==> src/rtl/countdown_bcd_timer.sv <==
// MM:SS round-clock countdown with its own rate divider, run/pause FSM, BCD borrow chain and expiry strobe.
// All outputs come straight from registers, so there is no input-to-output path and no backpressure.
module countdown_bcd_timer #(
  parameter int unsigned TICK_DIV = 50000000,
  parameter logic [15:0] INIT_BCD = 16'h0100
) (
  input  logic        clk,
  input  logic        reset,
  input  logic        load,
  input  logic [15:0] load_value,
  input  logic        start,
  input  logic        pause,
  output logic [15:0] digits,
  output logic        running,
  output logic        expired,
  output logic        done_pulse
);

  localparam int DW = (TICK_DIV > 2) ? $clog2(TICK_DIV) : 1;

  typedef enum logic [1:0] {S_IDLE, S_RUN, S_PAUSED, S_EXPIRED} state_t;

  state_t          r_state;
  logic [15:0]     r_digits;
  logic [DW-1:0]   r_div;
  logic            r_done;

  logic [15:0]     w_clamped;
  logic [15:0]     w_dec;
  logic            w_go;
  logic            w_hold;
  logic            w_div_last;

  // Simultaneous start and pause counts as neither.
  assign w_go       = start & ~pause;
  assign w_hold     = pause & ~start;
  assign w_div_last = (r_div == DW'(TICK_DIV - 1));

  always_comb begin
    w_clamped[15:12] = (load_value[15:12] > 4'd9) ? 4'd9 : load_value[15:12];
    w_clamped[11:8]  = (load_value[11:8]  > 4'd9) ? 4'd9 : load_value[11:8];
    w_clamped[7:4]   = (load_value[7:4]   > 4'd5) ? 4'd5 : load_value[7:4];
    w_clamped[3:0]   = (load_value[3:0]   > 4'd9) ? 4'd9 : load_value[3:0];
  end

  // Borrow chain; never reached with 0000 since RUN is only entered with a nonzero value.
  always_comb begin
    w_dec = r_digits;
    if (r_digits[3:0] != 4'd0) begin
      w_dec[3:0] = r_digits[3:0] - 4'd1;
    end else begin
      w_dec[3:0] = 4'd9;
      if (r_digits[7:4] != 4'd0) begin
        w_dec[7:4] = r_digits[7:4] - 4'd1;
      end else begin
        w_dec[7:4] = 4'd5;
        if (r_digits[11:8] != 4'd0) begin
          w_dec[11:8] = r_digits[11:8] - 4'd1;
        end else begin
          w_dec[11:8]  = 4'd9;
          w_dec[15:12] = r_digits[15:12] - 4'd1;
        end
      end
    end
  end

  always_ff @(posedge clk or posedge reset) begin
    if (reset) begin
      r_state  <= S_IDLE;
      r_digits <= INIT_BCD;
      r_div    <= '0;
      r_done   <= 1'b0;
    end else begin
      r_done <= 1'b0;
      if (load) begin
        r_state  <= S_IDLE;
        r_div    <= '0;
        r_digits <= w_clamped;
      end else begin
        case (r_state)
          S_IDLE: begin
            if (w_go) begin
              if (r_digits != 16'h0000) begin
                r_state <= S_RUN;
                r_div   <= '0;
              end else begin
                r_state <= S_EXPIRED;
                r_done  <= 1'b1;
              end
            end
          end
          S_RUN: begin
            if (w_hold) begin
              r_state <= S_PAUSED;
            end else if (w_div_last) begin
              r_div    <= '0;
              r_digits <= w_dec;
              if (w_dec == 16'h0000) begin
                r_state <= S_EXPIRED;
                r_done  <= 1'b1;
              end
            end else begin
              r_div <= r_div + DW'(1);
            end
          end
          S_PAUSED: begin
            // Divider is left untouched so the partial second survives the pause.
            if (w_go) r_state <= S_RUN;
          end
          S_EXPIRED: begin
            r_digits <= 16'h0000;
          end
          default: begin
            r_state <= S_IDLE;
          end
        endcase
      end
    end
  end

  assign digits     = r_digits;
  assign running    = (r_state == S_RUN);
  assign expired    = (r_state == S_EXPIRED);
  assign done_pulse = r_done;

endmodule

==> config.mk <==
export PLATFORM = sky130hd
export DESIGN_NAME = countdown_bcd_timer
export DESIGN_NICKNAME = d
export VERILOG_FILES = /design/src/rtl/countdown_bcd_timer.sv
export SDC_FILE = /design/constraint.sdc
export NUM_CORES = 1
export LEC_CHECK = 0
export ABC_AREA = 1
export ABC_CLOCK_PERIOD_IN_PS = 3700
export BUFFER_PORTS_ARGS = -buffer_cell sky130_fd_sc_hd__buf_2
export CORE_ASPECT_RATIO = 1.2
export CORE_UTILIZATION = 60
export DETAILED_ROUTE_END_ITERATION = 10
export PLACE_DENSITY = 0.94
export SLEW_MARGIN = 40
export SYNTH_ARGS = -nofsm -noshare
export SYNTH_HDL_FRONTEND = slang
export SYNTH_SLANG_ARGS = --single-unit
export TNS_END_PERCENT = 5
==> constraint.sdc <==
create_clock -name clk -period 3.7 [get_ports clk]
set_clock_uncertainty 0.15 [all_clocks]
set_input_delay 0.74 -clock clk [delete_from_list [all_inputs] [get_ports clk]]
set_output_delay 0.74 -clock clk [all_outputs]
set_load 0.02 [all_outputs]
==> summary.md <==
The run gives 0.9331 as the placer's final routability congestion estimate. TritonCTS built the clock tree. The antenna violation net count after detailed routing was 0. The power density over cell area works out to 606.2 nW/um^2. In the routed design, unresolved DRC markers number 0. Setup repair after global routing left no endpoint under its margin.

The flow ran to the end, and the final reports show no timing, DRC or antenna violations. In this run the static leakage power is 1.740 nW. The worst-case setup margin in the final layout was 0.9286 ns; the max-cap check violation count was 0.

Along the worst path, the maximum fanout reaches 29. Synthesis inferred 45 register bits. The average wire per cell in the routed design is 14.27 um.

Count of pins on the block boundary: 40. The ratio of cells with drive above 1 in the final layout was 0.1371. STA classifies the critical path endpoint as a register. Data on the critical path is required at its endpoint by 3.74 ns.

The global-route wire length before repair is 14.39 mm, and the async set-or-reset flop fraction in the synthesized netlist is 1.000. The number of standard cells in the layout, taps in and fillers out came out at 587. In this run the cell area of the synthesized design comes to 3314 um^2. The placed wire-length estimate after detailed placement was 6.269 mm. The worst register-to-register path has a depth of 10.

The mux share of post-synthesis cell area came out at 0. Total number of nets in the final design: 552. For the post-CTS repair timing setup buffer count, the log shows 0.

Static timing analysis puts the maximum clock frequency at 0.3608 GHz. The synthesized netlist contains 40 unique library cells. The maximum level of the CTS H-tree was 2; the adder-cell share of the synthesized area was 0.02643. Across the VDD grid, the largest voltage drop is 0.4700 mV. The run gives 488 as the gate count after technology mapping.

Traced cell by cell, the critical path runs through inv_1, ha_1, inv_1, nor2_1, a22o_1, nor2_2, buf_4, nand2_1, o21ai_0, a21oi_1. The worst slew margin relative to its limit is 0.5423. The growth of design area from synthesis to finish was 10.76%; the slew at the pin closest to its max-slew limit was 0.6859 ns. The via count of the first global-routing pass came out at 3372. For this run, the leading register cell type out of synthesis is dfrtp_1.

The tools report the starting utilization of the core area as 0.6256. The worst register-to-register path begins at r_state[1]. The clock network latency to the later pin of the worst-skew pair is 0.30 ns.

The largest individual stage delay along the critical path comes from the cell dfrtp_1. The run gives 46 as the largest net degree at the start of global routing. The critical path is of the reg -> reg type. The initial antenna violation count was 0; the die height was 83.42 um. The post-route total power was 2.225 mW; the total negative slack was 0 ns. The count of cells resized by post-cts repair came out at 0. Across all hold checks on the routed design, the worst slack comes to 0.3482 ns. The final hold violation count is 0, and the clock-pin transition on the worst setup and hold timing paths is 0.09 ns. Cell repeated most along the worst path: inv_1. After filler insertion, the fill cell instance count of the layout stands at 416. 0 antenna diodes ended up in the layout.

The die covers 5827 um^2. Leaving out fill and tap cells, the most frequent cell in the layout is nand2_1. The number of input and output port buffers inserted was 39; the post-placement setup slack was 0.8617 ns. Worst reg-to-reg setup slack: 0.93 ns. The worst setup path is launched from a register.

The post-synth net total was 516. The tools report the number of violations reported at the end of detailed-routing iteration 0 as 249. Largest stage delay on the critical path: 0.42 ns. The synthesized-area fraction occupied by and/or/nand/nor cells was 0.3884. Including well taps, the total number of placed cells is 579. The complex-gate fraction of the synthesized area came out at 0.1276. Start point of the critical path: r_state[1]. The initialized floorplan defines 29 standard-cell rows. After synthesis, the mean cell area works out to 6.792 um^2.

The endpoint identified for the worst register-to-register timing path is r_div[14]. The tightest min-delay check is of the in -> async type. The overall global routing resource usage was 0.3042. In this run the horizontal extent of the chip is 69.85 um. The count of vias placed by the detailed router is 3492, and the number of setup violations in the final report is 0.

The run gives 5 as the clock buffer count from CTS. In this run, synthesis inferred 0 flip-flops with an integrated enable. The via density per instance is 5.949, and the placeable core area is 5298 um^2. After synthesis, the largest family of logic cells by area is simple AND/OR/NAND/NOR gates. The parity-gate share of the synthesized area counting xor and xnor cells works out to 0.02907. The final cycle utilization of the critical path was 0.7490; the number of detailed-routing iterations run before antenna repair was 5.

Number of sinks handled by clock tree synthesis: 45. The number of synthesis warnings came out at 0. The logs give 0 for the total count of max-transition violations in the final report and 0 for the overall overflow remaining after global route. The tree is rooted in a clkbuf_8. In this run, post-CTS hold repair placed 0 buffers.

The final period demand of the worst path was 2.771 ns; the endpoint arrival time on the critical path was 2.81 ns. The clock passes through at most 2 buffers. In the layout the commonest cells are 113 x nand2_1, 61 x inv_1, 56 x nor2_1. The logs give 0.3401 for the register area share after synthesis and 8.378 mm for the final wirelength.
==> where the power goes <==
group | total [mW] | internal [mW] | switching, mW
Clock | 0.392 | 0.220 | 0.171
Sequential | 0.719 | 0.591 | 0.128
Combinational | 1.11 | 0.341 | 0.774
Total | 2.23 | 1.15 | 1.07
==> sequential cells by signal, indices dropped and copies added, names as in the netlist <==
name        flops
r_div          26
r_state         2
done_pulse      1
digits         16
==> cells by family (layout without fill, tap and decap cells) <==
kind of cell             count (synthesis)  in the layout
buffers and inverters                   76            113
adder cells (fa/ha/maj)                  7              7
flip-flops                              45             45
XOR/XNOR                                11             11
AND/OR/NAND/NOR                        276            276
AO/OA/AOI/OAI                           73             73
==> synth_stat cells, types with 4 or more instances <==
| cell type | n | area (um^2) |
|---|---|---|
| nand2_1 | 113 | 424.2 |
| inv_1 | 62 | 232.7 |
| xor2_1 | 11 | 96.34 |
| a31oi_1 | 4 | 25.02 |
| clkbuf_1 | 5 | 18.77 |
| nor3_1 | 19 | 95.09 |
| nand4_1 | 19 | 118.9 |
| ha_1 | 7 | 87.58 |
| o21ai_0 | 35 | 175.2 |
| a32oi_1 | 4 | 35.03 |
| buf_2 | 5 | 25.02 |
| nand3_1 | 44 | 220.2 |
| nor2_1 | 57 | 214.0 |
| dfrtp_1 | 44 | 1101 |
| a21oi_1 | 18 | 90.09 |
==> stage by stage <==
step | utilization | instance area, um^2
floorplan | - | 3314
global placement | 0.6701 | 3550
detailed placement | 0.6705 | 3552
CTS | 0.6925 | 3669
global route | 0.6930 | 3671
finish | 0.6930 | 3671
==> per-layer routing <==
layer	global-route usage	wire length, um	vias to the layer above
met5	0	0	-
met4	0.1545	293	0
met3	0.04976	413	28
met2	0.5280	4182	151
met1	0.3583	3489	1625
li1	-	-	1688
==> layout make-up <==
type	instances	area, um^2	area share
multi-input cells	367	1897	0.5167
flip-flops and latches	45	1127	0.3071
inverters	64	242.7	0.06612
repair buffers	41	210.2	0.05726
clock buffers	7	86.33	0.02352
well taps	62	77.57	0.02113
clock inverters	1	30.03	0.008180
==> how the worst max path moves through the flow <==
stage | end | slack (ns) | depth (start not counted)
after floorplan | r_div[7] | 1.56 | 8
after global placement | r_div[7] | 0.98 | 9
after detailed placement | r_div[14] | 0.86 | 9
after CTS | r_div[14] | 0.97 | 10
after global routing | r_div[14] | 0.68 | 10
final | r_div[14] | 0.93 | 10
==> worst max-delay path, delay by kind of cell (launching register included) <==
kind	cells	cell delay, ns
flops	1	0.42
simple gates	3	0.57
compound gates	3	0.48
buf+inv	3	0.77
fa+ha+maj	1	0.27
Power figures use the tool's default switching activity.
